[config.mk]
export PLATFORM = sky130hd
export DESIGN_NAME = regfile_sb_flat
export DESIGN_NICKNAME = d
export VERILOG_FILES = /design/src/rtl/regfile_pkg.sv /design/src/rtl/regfile_sb_if.sv /design/src/rtl/rf_scoreboard.sv /design/src/rtl/regfile_sb.sv /design/src/flat_wrapper.sv
export SDC_FILE = /design/constraint.sdc
export NUM_CORES = 2
export LEC_CHECK = 0
export CORE_UTILIZATION = 63
export CTS_CLUSTER_DIAMETER = 150
export DETAILED_ROUTE_END_ITERATION = 16
export PLACE_DENSITY = 0.91
export SYNTH_ARGS = -nofsm -noshare
export SYNTH_HDL_FRONTEND = slang
export SYNTH_SLANG_ARGS = --single-unit
[constraint.sdc]
create_clock -name clk -period 2.7 [get_ports clk]
set_input_delay 0.27 -clock clk [delete_from_list [all_inputs] [get_ports clk]]
set_output_delay 0.27 -clock clk [all_outputs]
set_load 0.005 [all_outputs]
[src/rtl/regfile_pkg.sv]
// Shared defaults and address-width helper for the scoreboarded register file.
package regfile_pkg;

    localparam int XLEN_DEFAULT  = 32;
    localparam int NREGS_DEFAULT = 32;
    localparam int NRD_DEFAULT   = 2;

    function automatic int addr_width(input int nregs);
        return (nregs > 1) ? $clog2(nregs) : 1;
    endfunction

endpackage

[src/rtl/regfile_sb_if.sv]
// Read, writeback and issue-claim signals of the scoreboarded register file.
interface regfile_sb_if
    import regfile_pkg::*;
#(
    parameter int XLEN  = XLEN_DEFAULT,
    parameter int NREGS = NREGS_DEFAULT,
    parameter int NRD   = NRD_DEFAULT
);
    localparam int AW = addr_width(NREGS);

    logic [NRD*AW-1:0]   raddr;
    logic [NRD*XLEN-1:0] rdata;
    logic [NRD-1:0]      rbusy;
    logic                wb_en;
    logic [AW-1:0]       wb_addr;
    logic [XLEN-1:0]     wb_data;
    logic                iss_valid;
    logic [AW-1:0]       iss_rd;
    logic                iss_ready;
    logic                flush;

    modport master (
        output raddr, wb_en, wb_addr, wb_data, iss_valid, iss_rd, flush,
        input  rdata, rbusy, iss_ready
    );

    modport slave (
        input  raddr, wb_en, wb_addr, wb_data, iss_valid, iss_rd, flush,
        output rdata, rbusy, iss_ready
    );

endinterface

[src/rtl/rf_scoreboard.sv]
// Per-register pending bits: claim sets, writeback clears, flush clears all.
// Derives per-port busy flags and the issue-ready handshake.
module rf_scoreboard
    import regfile_pkg::*;
#(
    parameter int NREGS = NREGS_DEFAULT,
    parameter int NRD   = NRD_DEFAULT,
    localparam int AW   = addr_width(NREGS)
) (
    input  logic              clk,
    input  logic              rst_n,
    input  logic [NRD*AW-1:0] raddr,
    input  logic              wb_en,
    input  logic [AW-1:0]     wb_addr,
    input  logic              iss_valid,
    input  logic [AW-1:0]     iss_rd,
    input  logic              flush,
    output logic [NRD-1:0]    rbusy,
    output logic              iss_ready
);

    logic [NREGS-1:0] pending;
    logic [NREGS-1:0] pending_next;
    logic             accept;

    // A same-cycle writeback to the claimed register frees it in time for the new claim.
    assign iss_ready = !flush &&
                       ((iss_rd == '0) || !pending[iss_rd] || (wb_en && (wb_addr == iss_rd)));
    assign accept    = iss_valid && iss_ready;

    // NOTE: the default comes first so every path assigns pending_next and no latch is inferred.
    always_comb begin
        pending_next = pending;
        if (wb_en)  pending_next[wb_addr] = 1'b0;
        if (accept) pending_next[iss_rd]  = 1'b1;
        if (flush)  pending_next          = '0;
        pending_next[0] = 1'b0;
    end

    // NOTE: state registers use non-blocking assignment so every flop samples pre-edge values.
    always_ff @(posedge clk or negedge rst_n) begin
        if (!rst_n) pending <= '0;
        else        pending <= pending_next;
    end

    always_comb begin
        rbusy = '0;
        for (int k = 0; k < NRD; k++) begin
            rbusy[k] = pending[raddr[k*AW +: AW]] &&
                       !(wb_en && (wb_addr == raddr[k*AW +: AW]));
        end
    end

endmodule

[src/rtl/regfile_sb.sv]
// Multi-port register file with write-through bypass and a pending-write scoreboard.
// Register 0 is hardwired to zero.
module regfile_sb
    import regfile_pkg::*;
#(
    parameter int XLEN  = XLEN_DEFAULT,
    parameter int NREGS = NREGS_DEFAULT,
    parameter int NRD   = NRD_DEFAULT
) (
    input logic         clk,
    input logic         rst_n,
    regfile_sb_if.slave bus
);

    localparam int AW = addr_width(NREGS);

    logic [XLEN-1:0] regs [NREGS];
    logic            wb_write;

    assign wb_write = bus.wb_en && (bus.wb_addr != '0);

    // NOTE: the storage array is reset because reset must clear register contents, not just control state.
    always_ff @(posedge clk or negedge rst_n) begin
        if (!rst_n) begin
            for (int i = 0; i < NREGS; i++) regs[i] <= '0;
        end else if (wb_write) begin
            regs[bus.wb_addr] <= bus.wb_data;
        end
    end

    always_comb begin
        bus.rdata = '0;
        for (int k = 0; k < NRD; k++) begin
            if (bus.raddr[k*AW +: AW] == '0)
                bus.rdata[k*XLEN +: XLEN] = '0;
            else if (bus.wb_en && (bus.wb_addr == bus.raddr[k*AW +: AW]))
                bus.rdata[k*XLEN +: XLEN] = bus.wb_data;
            else
                bus.rdata[k*XLEN +: XLEN] = regs[bus.raddr[k*AW +: AW]];
        end
    end

    rf_scoreboard #(
        .NREGS (NREGS),
        .NRD   (NRD)
    ) u_scoreboard (
        .clk       (clk),
        .rst_n     (rst_n),
        .raddr     (bus.raddr),
        .wb_en     (bus.wb_en),
        .wb_addr   (bus.wb_addr),
        .iss_valid (bus.iss_valid),
        .iss_rd    (bus.iss_rd),
        .flush     (bus.flush),
        .rbusy     (bus.rbusy),
        .iss_ready (bus.iss_ready)
    );

endmodule

[src/flat_wrapper.sv]
// flat-port wrapper written by rule: the top's interface ports become plain ports
module regfile_sb_flat import regfile_pkg::*;
#(
    parameter int XLEN  = XLEN_DEFAULT,
    parameter int NREGS = NREGS_DEFAULT,
    parameter int NRD   = NRD_DEFAULT
)
  (clk, rst_n, bus_raddr, bus_wb_en, bus_wb_addr, bus_wb_data, bus_iss_valid, bus_iss_rd, bus_flush, bus_rdata, bus_rbusy, bus_iss_ready);
  regfile_sb_if #(.XLEN(XLEN), .NREGS(NREGS), .NRD(NRD)) bus_i ();
  input logic clk;
  input logic rst_n;
  input wire logic [$bits(bus_i.raddr)-1:0] bus_raddr;
  input wire logic [$bits(bus_i.wb_en)-1:0] bus_wb_en;
  input wire logic [$bits(bus_i.wb_addr)-1:0] bus_wb_addr;
  input wire logic [$bits(bus_i.wb_data)-1:0] bus_wb_data;
  input wire logic [$bits(bus_i.iss_valid)-1:0] bus_iss_valid;
  input wire logic [$bits(bus_i.iss_rd)-1:0] bus_iss_rd;
  input wire logic [$bits(bus_i.flush)-1:0] bus_flush;
  output wire logic [$bits(bus_i.rdata)-1:0] bus_rdata;
  output wire logic [$bits(bus_i.rbusy)-1:0] bus_rbusy;
  output wire logic [$bits(bus_i.iss_ready)-1:0] bus_iss_ready;
  assign bus_i.raddr = bus_raddr;
  assign bus_i.wb_en = bus_wb_en;
  assign bus_i.wb_addr = bus_wb_addr;
  assign bus_i.wb_data = bus_wb_data;
  assign bus_i.iss_valid = bus_iss_valid;
  assign bus_i.iss_rd = bus_iss_rd;
  assign bus_i.flush = bus_flush;
  assign bus_rdata = bus_i.rdata;
  assign bus_rbusy = bus_i.rbusy;
  assign bus_iss_ready = bus_i.iss_ready;
  regfile_sb #(.XLEN(XLEN), .NREGS(NREGS), .NRD(NRD)) u_core (.clk(clk), .rst_n(rst_n), .bus(bus_i));
endmodule
==> qor.tcl <==
set qor(finalPower_mw) 48.7
set qor(placement_rows) 109
set qor(worst_setup_path_end_kind) {output pin}
set qor(max-clock-path-buffers) 3
set qor(critical_path_arrival_ns) 3.10
set qor(report.final.hold_viol_count) 0
set qor(post-route-drc-count) 0
set qor(final_period_minus_worst_setup_slack_ns) 3.37
set qor(die_area_um2) 91500
set qor(clock_insertion_delay_worst_skew_ns) 0.74
set qor(syn_to_final_growth_pct) 18.8
set qor(route.detailed.vias_per_inst) 8.17
set qor(critical_path_class) {reg -> out}
set qor(port_buffers) 123
set qor(detail_route.wl_per_cell_um) 39.6
set qor(grt_antenna_before_repair) 14
set qor(worstReg2RegStart) {u_core.u_scoreboard.pending[19]$_DFF_PN0_}
set qor(worst_ep_required_time_ns) 2.43
set qor(postRouteWirelength_um) 213000
set qor(post_layout_nonfiller_instances) 5383
set qor(asyncSetResetFlopFracSynth_pct) 100
set qor(ys_seq_area_share_pct) 46.4
set qor(timing.setup.tns_ns) -14.40
set qor(cts_htree_levels) 3
set qor(synth-compound-area-share_pct) 3.57
set qor(grt_pass1_vias) 46302
set qor(setup_repair_after_global_routing_missed_its_margin) {true}
set qor(crit_path_start_kind) {register}
set qor(worstSetupStartpoint) {u_core.regs[898]$_DFFE_PN0P_}
set qor(path_max_fanout) 3
set qor(synth-xor-area-share_pct) 0.231
set qor(placed_cells_incl_taps) 5036
set qor(worst_pin_slew_ns) 0.894
set qor(synth_simple_gate_area_share_pct) 2.42
set qor(combinational_family_with_the_most_area_after_synthesis) {multiplexers}
set qor(layout_common_cells) {dfrtp_1 (1046), mux2_1 (824), mux4_2 (553)}
set qor(vdd_ir_drop_max_v) 0.000663
set qor(globalRouteOverflowTotal) 0
set qor(setup.worst_path.end) {bus_rdata[34]}
set qor(cts_buffers) 107
set qor(failing_checks) {negative setup slack}
set qor(die_y_um) 303
set qor(synth.mux.area_fraction_pct) 44.0
set qor(synthesis.nets) 3832
set qor(floorplan.core_area_um2) 88900
set qor(synth-seq-cells) 1055
set qor(netlist-cell-type-count) 54
set qor(detailedPlace.worstSlack_ns) -0.778
set qor(synth_flop_cell) {dfrtp_1}
set qor(synthAdderAreaFrac_pct) 0
set qor(synth.yosys.warnings) 0
set qor(num_vias) 43975
set qor(total_routing_resource_utilization_after_global_routing_pct) 47.6
set qor(final_core_util_pct) 76.0
set qor(remaining_antenna_violation_count) 0
set qor(clock_tree_from_tritoncts) {done}
set qor(cap_violations) 0
set qor(layout.cells.most_common) {dfrtp_1}
set qor(power_leakage_nw) 30.0
set qor(relSlewSlack_pct) 40.2
set qor(ff2ff_setup_slack_ns) 0.31
set qor(drive_gt1_share_pct) 40.6
set qor(io_pins) 124
set qor(worst_r2r_endpoint) {u_core.u_scoreboard.pending[21]$_DFF_PN0_}
set qor(powerDensity_nw_per_um2) 720
set qor(cts-root-buf) {clkbuf_16}
set qor(pin_count_of_the_biggest_net_entering_global_routing) 110
set qor(synth-edff-count) 0
set qor(post_synth.cell_area_avg_um2) 15.1
set qor(timing.clock.skew_ns) 0.0300
set qor(final_min_period_over_clock_period_pct) 125
set qor(dr.first_iter.drc_count) 7436
set qor(outcome) {complete, but fails checks}
set qor(postLayoutSetupSlackWorst_ns) -0.670
set qor(final-max-slew-violation-count) 0
set qor(clk_sink_count) 1055
set qor(setup_violations) 65
set qor(path_clk_slew_ns) 0.07
set qor(post_synth_instance_area_um2) 56900
set qor(post_synth_inst_count) 3775
set qor(fin_nets) 4173
set qor(grt_pass1_wl_um) 311000
set qor(hold_path_class) {in -> async}
set qor(dp_hpwl_um) 113000
set qor(die-width_um) 303
set qor(gpl.final_weighted_congestion) 0.898
set qor(clock.fmax_mhz) 297
set qor(reg2regPathDepth) 8
set qor(initial_utilization_pct) 64.0
set qor(detailedRoute.firstPassIterationCount) 6
report_power, final:
part | internal (mW) | leakage [nW] | switching [mW]
Sequential | 18.7 | 13.5 | 2.80
Clock | 8.97 | 1.84 | 6.98
Combinational | 6.19 | 14.6 | 4.99
Total | 33.9 | 30.0 | 14.8
kinds of logic after synthesis:
family	count (synthesis)
AND/OR/NAND/NOR	286
AO/OA/AOI/OAI	295
buffers and inverters	438
XOR/XNOR	15
multiplexers	1686
flip-flops	1055
sequential cells by signal, indices dropped and copies added, names as in the netlist:
signal / count
u_core.regs: 1024
u_core.u_scoreboard.pending: 31
critical path, cell delays in order (launching register included):
cell and delay [ns]:
dfrtp_2 0.47, mux4_2 0.60, mux4_2 0.70, o211ai_1 0.29, nand2_1 0.15, buf_2 0.16
repair_timing:
item	4_1_cts	5_1_grt
setup endpoints to repair	67	67
buffers inserted	119	28
cloned	1	0
gates resized for setup	371	65
hold endpoints to repair	88	0
pin swaps	141	90
hold buffers	1	0
synthesized netlist by cell type, types with 31 or more instances:
master | instances | area, um2
mux2_1 | 824 | 9280
a21oi_1 | 32 | 160
buf_2 | 82 | 410
nand2_1 | 118 | 443
o22ai_1 | 78 | 488
clkbuf_1 | 262 | 983
mux4_2 | 553 | 12500
nor2_1 | 67 | 251
o211ai_1 | 34 | 255
mux2i_1 | 123 | 1230
a221oi_1 | 31 | 272
mux2_2 | 186 | 2090
buf_1 | 59 | 221
dfrtp_1 | 1055 | 26400
metal layers:
layer  GRT usage (%)  wire length [um]
met1            54.7             63400
met2            67.5             91500
met3            22.1             33600
met4            41.3             24700
met5               0               126
worst min path at each step:
| stage | endpoint |
|---|---|
| floorplan | u_core.regs[0]$_DFFE_PN0P_ |
| detailed placement | u_core.regs[377]$_DFFE_PN0P_ |
| global route | u_core.regs[664]$_DFFE_PN0P_ |
| global placement | u_core.regs[377]$_DFFE_PN0P_ |
| finish | u_core.regs[664]$_DFFE_PN0P_ |
| CTS | u_core.regs[377]$_DFFE_PN0P_ |
stage by stage:
stage	cell area [um2]	hold slack (ns)
finish	67600	0.127
global route	67600	0.135
CTS	67100	0.125
detailed placement	62300	0.277
global placement	62300	0.263
floorplan	56900	-0.0256
area by class of cell:
| cell class | count | area [um2] |
|---|---|---|
| clock inverters | 44 | 561 |
| well taps | 1165 | 1460 |
| inverters | 4 | 15.0 |
| clock buffers | 152 | 3170 |
| repair buffers | 666 | 6520 |
| multi-input cells | 2282 | 29400 |
| diodes | 15 | 37.5 |
| flip-flops and latches | 1055 | 26400 |
| fillers | 4370 | 21300 |
No activity file was read; power rests on OpenSTA's default activity.
